## config.mk

```make
export PLATFORM = sky130hd
export DESIGN_NAME = serial_adder
export DESIGN_NICKNAME = d
export VERILOG_FILES = /design/src/rtl/serial_adder_pkg.sv /design/src/rtl/serial_adder_fa_cell.sv /design/src/rtl/serial_adder.sv
export SDC_FILE = /design/constraint.sdc
export NUM_CORES = 1
export LEC_CHECK = 0
export BUFFER_PORTS_ARGS = -buffer_cell sky130_fd_sc_hd__buf_2
export CORE_MARGIN = 10
export CORE_UTILIZATION = 40
export CTS_CLUSTER_SIZE = 20
export DETAILED_ROUTE_END_ITERATION = 8
export SLEW_MARGIN = 10
export SYNTH_ARGS = -nofsm -noshare
export SYNTH_HDL_FRONTEND = slang
export SYNTH_HIERARCHICAL = 1
export SYNTH_SLANG_ARGS = --single-unit
```

## constraint.sdc

```tcl
create_clock -name clk -period 1.3 [get_ports clk]
set_input_delay 0.26 -clock clk [delete_from_list [all_inputs] [get_ports clk]]
set_output_delay 0.26 -clock clk [all_outputs]
set_load 0.005 [all_outputs]
```

## src/rtl/serial_adder_pkg.sv

```systemverilog
// Shared types and constants for the bit-serial adder.
package serial_adder_pkg;

    // Default operand/sum width.
    localparam int DEFAULT_WIDTH = 8;

    // Sequencer states.
    typedef enum logic [1:0] {
        IDLE = 2'd0,
        RUN  = 2'd1,
        DONE = 2'd2
    } state_t;

endpackage

```

## src/rtl/serial_adder_fa_cell.sv

```systemverilog
// Single-bit combinational full adder.
module fa_cell (
    input  logic a,
    input  logic b,
    input  logic cin,
    output logic s,
    output logic c
);

    // Sum and carry of three input bits.
    always_comb begin
        s = a ^ b ^ cin;
        c = (a & b) | (a & cin) | (b & cin);
    end

endmodule

```

## src/rtl/serial_adder.sv

```systemverilog
// Bit-serial adder: one full-adder cell, one operand bit per clock, LSB first.
module serial_adder
    import serial_adder_pkg::*;
#(
    parameter int WIDTH = DEFAULT_WIDTH
) (
    input  logic             clk,
    input  logic             rst_n,
    input  logic             start,
    input  logic [WIDTH-1:0] A,
    input  logic [WIDTH-1:0] B,
    input  logic             CIn,
    output logic             busy,
    output logic             done,
    output logic [WIDTH-1:0] S,
    output logic             C
);

    localparam int CW = (WIDTH > 2) ? $clog2(WIDTH) : 1;
    localparam logic [CW-1:0] CNT_LAST = CW'(WIDTH - 1);

    state_t           state_reg;
    logic [WIDTH-1:0] shift_a_reg;
    logic [WIDTH-1:0] shift_b_reg;
    logic [WIDTH-1:0] s_reg;
    logic             carry_reg;
    logic             c_reg;
    logic [CW-1:0]    cnt_reg;
    logic             busy_reg;
    logic             done_reg;

    logic             cell_s;
    logic             cell_c;

    // The one adder cell sees the current LSBs and the carry from the previous bit.
    fa_cell u_cell (
        .a   (shift_a_reg[0]),
        .b   (shift_b_reg[0]),
        .cin (carry_reg),
        .s   (cell_s),
        .c   (cell_c)
    );

    // Sequencer: capture operands, shift one bit per cycle, flag completion.
    always_ff @(posedge clk or negedge rst_n) begin
        if (!rst_n) begin
            state_reg   <= IDLE;
            shift_a_reg <= '0;
            shift_b_reg <= '0;
            s_reg       <= '0;
            carry_reg   <= 1'b0;
            c_reg       <= 1'b0;
            cnt_reg     <= '0;
            busy_reg    <= 1'b0;
            done_reg    <= 1'b0;
        end else begin
            case (state_reg)
                IDLE: begin
                    done_reg <= 1'b0;
                    if (start) begin
                        shift_a_reg <= A;
                        shift_b_reg <= B;
                        carry_reg   <= CIn;
                        cnt_reg     <= '0;
                        s_reg       <= '0;
                        c_reg       <= 1'b0;
                        busy_reg    <= 1'b1;
                        state_reg   <= RUN;
                    end
                end
                RUN: begin
                    // Sum bits enter at the MSB so the LSB lands at bit 0 after WIDTH shifts.
                    s_reg       <= {cell_s, s_reg[WIDTH-1:1]};
                    carry_reg   <= cell_c;
                    shift_a_reg <= {1'b0, shift_a_reg[WIDTH-1:1]};
                    shift_b_reg <= {1'b0, shift_b_reg[WIDTH-1:1]};
                    cnt_reg     <= cnt_reg + 1'b1;
                    if (cnt_reg == CNT_LAST) begin
                        c_reg     <= cell_c;
                        done_reg  <= 1'b1;
                        state_reg <= DONE;
                    end
                end
                DONE: begin
                    done_reg  <= 1'b0;
                    busy_reg  <= 1'b0;
                    state_reg <= IDLE;
                end
                default: begin
                    state_reg <= IDLE;
                    busy_reg  <= 1'b0;
                    done_reg  <= 1'b0;
                end
            endcase
        end
    end

    assign busy = busy_reg;
    assign done = done_reg;
    assign S    = s_reg;
    assign C    = c_reg;

endmodule

```

-- Yosys cells after proc, flatten, opt, wreduce, memory -nomap -nowiden
Index checks and enable logic that the tools add are counted.
- add/sub/neg operators: 1
- eq/ne operators: 4
- mux-type cells: 20
- bitwise logic cells: 8
- reductions and logical operators: 6
- operators with widths (operator ; count):
    $pmux W8 S2 ; 3
    $mux W8 ; 3
    $mux W1 ; 6
    $pmux W1 S2 ; 3
    $pmux W3 S2 ; 1
    $reduce_and A2 Y1 ; 3
    $mux W2 ; 2
    $ne A2 B2 Y1 const B ; 2
    $pmux W2 S2 ; 1
    $add A3 B1 Y3 const B ; 1
    $and A1 B1 Y1 ; 3
    $eq A3 B3 Y1 const B ; 1
    $mux W3 ; 1
    $reduce_and A3 Y1 ; 1
    $eq A2 B1 Y1 const B ; 1
    $logic_not A2 Y1 ; 1
    $or A1 B1 Y1 ; 2
    $reduce_bool A2 Y1 ; 1
    $xor A1 B1 Y1 ; 2
    $not A1 Y1 ; 1
- flip-flop bits (word level): 33
- bits of input ports: 20
- output and inout port bits: 11

-- Logic depth before layout (Yosys ltp)
- depth in word-level cells: 5
- gate-level depth with buffers: 6
- depth with buffers taken out: 4

-- By module
The synthesis kept the hierarchy.
- by module, submodules not included (module ; instances ; cells each ; area each (µm²) ; seq. area each (µm²)):
    serial_adder ; 1 ; 128 ; 1438.9 ; 825.8
    fa_cell ; 1 ; 1 ; 20.0 ; 0.0

-- Least setup slack after synthesis
OpenSTA, ideal clock, no wires.
- path kind: register -> register
- start: register cnt_reg[0]
- end: register c_reg, in the netlist C
- data arrival time: 1.133 ns
- data required time: 1.213 ns
- setup slack: 0.081 ns
- stages on the path, launching flop included: 5
- buffers on the path: 0
- clock period less this slack: 1.219 ns
- cells stage by stage: dfrtp_1 > ha_1 > ha_1 > or2b_1 > o211ai_1
- cells in the longest elaborated chain, start to end: 3
- ends and longest elaborated chain (item ; line ; text):
    from (decl) ; serial_adder.sv:28 ; logic [CW-1:0] cnt_reg;
    from (signal assigned) ; serial_adder.sv:77 ; cnt_reg <= cnt_reg + 1'b1;
    $eq A3 B3 Y1 ; serial_adder.sv:78 ; if (cnt_reg == CNT_LAST) begin
    $ne A2 B2 Y1 (no source line) ; - ;
    $reduce_and A3 Y1 (no source line) ; - ;
    to (signal assigned) ; serial_adder.sv:79 ; c_reg <= cell_c;
    to (decl) ; serial_adder.sv:27 ; logic c_reg;
No other way between the ends.
A chain may end at the register's enable or synchronous reset.

-- Worst setup path in the final report
Ends and elaborated chain as after synthesis.

==> flow_summary.json <==
{
  "cp_max_fo": 3,
  "switching_share_pct": 35.2,
  "clock_latency_ns": 0.28,
  "drc": 0,
  "worst-path-buf-inv": 0,
  "cts_root_buf": "clkbuf_8",
  "final-setup-viol-count": 0,
  "ys_ff_latch": 33,
  "combPwrFrac_pct": 36.9,
  "place_inst": 203,
  "hold_class": "input port to flop",
  "maxSlewHeadroom_pct": 79.5,
  "clk_pin_slew_ns": 0.06,
  "avgSynthCellArea_sq_um": 11.3,
  "tritoncts_num_sinks": 33,
  "ctsHtreeMaxLevel": 2,
  "grt_pass1_wl_mm": 5.54,
  "fin_util_pct": 51.7,
  "critPathCaptureType": "flop",
  "diodes": 0,
  "power_switching_mw": 1.43,
  "cts_buffers": 5,
  "fmax_mhz": 803,
  "start_kind": "flop",
  "gp_congestion": 0.706,
  "peakVddDrop_v": 0.000980,
  "synth_edf_count": 0,
  "powerDensity_nw_per_um2": 2290,
  "synth_area_sq_um": 1460,
  "synthDistinctLibCells": 25,
  "n_fill_cell": 326,
  "final_cells": 213,
  "synth_cells": 129,
  "grt_use_total_pct": 10.7,
  "area_delta_synth_final_pct": 21.9,
  "p_int_mw": 2.64,
  "wl_per_cell_um": 15.7,
  "tightest_slew_ns": 0.306,
  "max-cap-violations": 0,
  "cpPeakStageDelay_ns": 0.40,
  "outcome": "finished, final reports clean",
  "rsz0062_at_grt": "false",
  "slowest_stage": "dfrtp_1",
  "via_per_inst": 5.43,
  "cts_tree": "yes",
  "tns_ns": 0,
  "final_nets": 189,
  "dr.pass1.iters": 4,
  "synthTopCellsByCount": "dfrtp_1, o22ai_1, a21oi_1",
  "final.setup_skew_ns": 0.00383,
  "synth_area_leaders": "dfrtp_1, o22ai_1, a22o_1",
  "via_count": 1156,
  "cp_cell_sequence": "ha_2 > ha_2 > or2b_1 > o211ai_1",
  "postRouteAntennaNets": 0,
  "worstPathArrival_ns": 1.43,
  "overflow": 0,
  "path_class": "flop to flop",
  "cts_max_path_buffers": 2,
  "p_leak_nw": 0.812,
  "hpwl_mm": 2.39,
  "first_iter_violations": 106,
  "yosysMostFrequentCell": "dfrtp_1",
  "synth_top_cell_area_share_pct": 56.6,
  "min_period_ns": 1.25,
  "drive_gt1_share_pct": 29.9,
  "syn-num-nets": 152,
  "synthFlopType": "dfrtp_1",
  "dieArea_sq_um": 6460,
  "postRouteWirelength_mm": 3.35,
  "initial_core_util_pct": 42.4,
  "seq_area_frac_synth_pct": 56.6,
  "seqPwrFrac_pct": 45.5,
  "yosysWarningCount": 6,
  "num_rows": 21,
  "ios": 31,
  "die_x_um": 80.4,
  "synthArstFlopShare_pct": 100,
  "die_h_um": 80.4,
  "post-route-period-util_pct": 95.8,
  "grt_max_degree": 34,
  "coreArea_sq_um": 3440,
  "finalMaxSlewViolations": 0,
  "cp_common_cell": "ha_2",
  "finalHoldViolCount": 0,
  "place_area_sq_um": 1670,
  "power_frac_clock_pct": 17.7,
  "synth_top_cell_by_area": "dfrtp_1",
  "critPathRequiredTime_ns": 1.49,
  "critPathTopFamily": "flip-flops",
  "antenna_found_initial": 0,
  "grt_pass1_vias": 1177,
  "io_buffers": 30,
  "design_area_sq_um": 1780
}
-- worst paths after layout --
kind	from	to	slack [ns]	cells after the start
setup / recovery	cnt_reg[0]$_DFFE_PN0P_	C$_DFFE_PN0P_	0.05	4
hold / removal	B[7]	shift_b_reg[7]$_DFFE_PN0P_	0.23	3
setup reg to reg	cnt_reg[0]$_DFFE_PN0P_	C$_DFFE_PN0P_	0.05	4
hold reg to reg	done$_DFFE_PN0P_	done$_DFFE_PN0P_	0.48	2
max in group asynchronous	rst_n	S[4]$_DFFE_PN0P_	0.65	3
min in group asynchronous	rst_n	S[0]$_DFFE_PN0P_	0.47	3
-- layout make-up --
class | instances | area, sq um | area share (%)
clock buffer | 8 | 80.1 | 4.50
inverter | 4 | 15.0 | 0.844
multi-input combinational | 82 | 547 | 30.8
sequential | 33 | 826 | 46.4
tap | 46 | 57.6 | 3.24
timing repair buffer | 40 | 253 | 14.2
-- layer usage --
metal | wire length (um) | global-route usage (%)
met5 | 0 | 0
met3 | 270 | 4.57
met4 | 14 | 3.17
met1 | 1460 | 13.0
met2 | 1600 | 16.9
-- cells in the final DEF, fill, tap and decap left out, drive strengths merged, types with 3 or more instances in the layout --
cell	n
buf	39
dfrtp	33
o22ai	30
a21oi	17
a22o	10
clkbuf	8
nand2	5
o21ai	5
inv	4
nor2	3
-- repair_timing --
action	CTS	global route
hold buffers	1	0
setup endpoints to repair	0	9
buffers inserted	0	1
gates resized for setup	0	3
hold endpoints to repair	33	0
-- tightest hold or removal path, stage by stage --
cell and delay, ns:
buf_2 0.10, nand2_1 0.04, o21ai_0 0.06
-- power by group through the flow --
stage	registers, mW	clock network (mW)	logic [mW]
after CTS	1.84	0.743	1.49
after detailed placement	1.86	0	1.49
final	1.85	0.719	1.50
after global placement	1.83	0	1.43
after global routing	1.92	0.782	1.71
after floorplan	1.79	0	1.11
-- cells by family (layout without fill, tap and decap cells) --
family,after synthesis,count (layout),share of synthesized area [%]
and+or+nand+nor,15,15,5.83
adders and majority gates,3,3,3.09
DFF,33,33,56.6
buffers and inverters,14,52,6.77
AOI/OAI and AO/OA,64,64,27.7
-- metrics by stage --
step	worst slack [ns]	total power [mW]	hold slack, ns
after detailed placement	0.0243	3.35	0.227
final	0.0550	4.07	0.232
after CTS	0.00268	4.08	0.228
after global placement	0.0844	3.26	0.228
after global routing	0.00520	4.42	0.256
after floorplan	0.0805	2.90	-0.0356
Power figures use the tool's default switching activity.
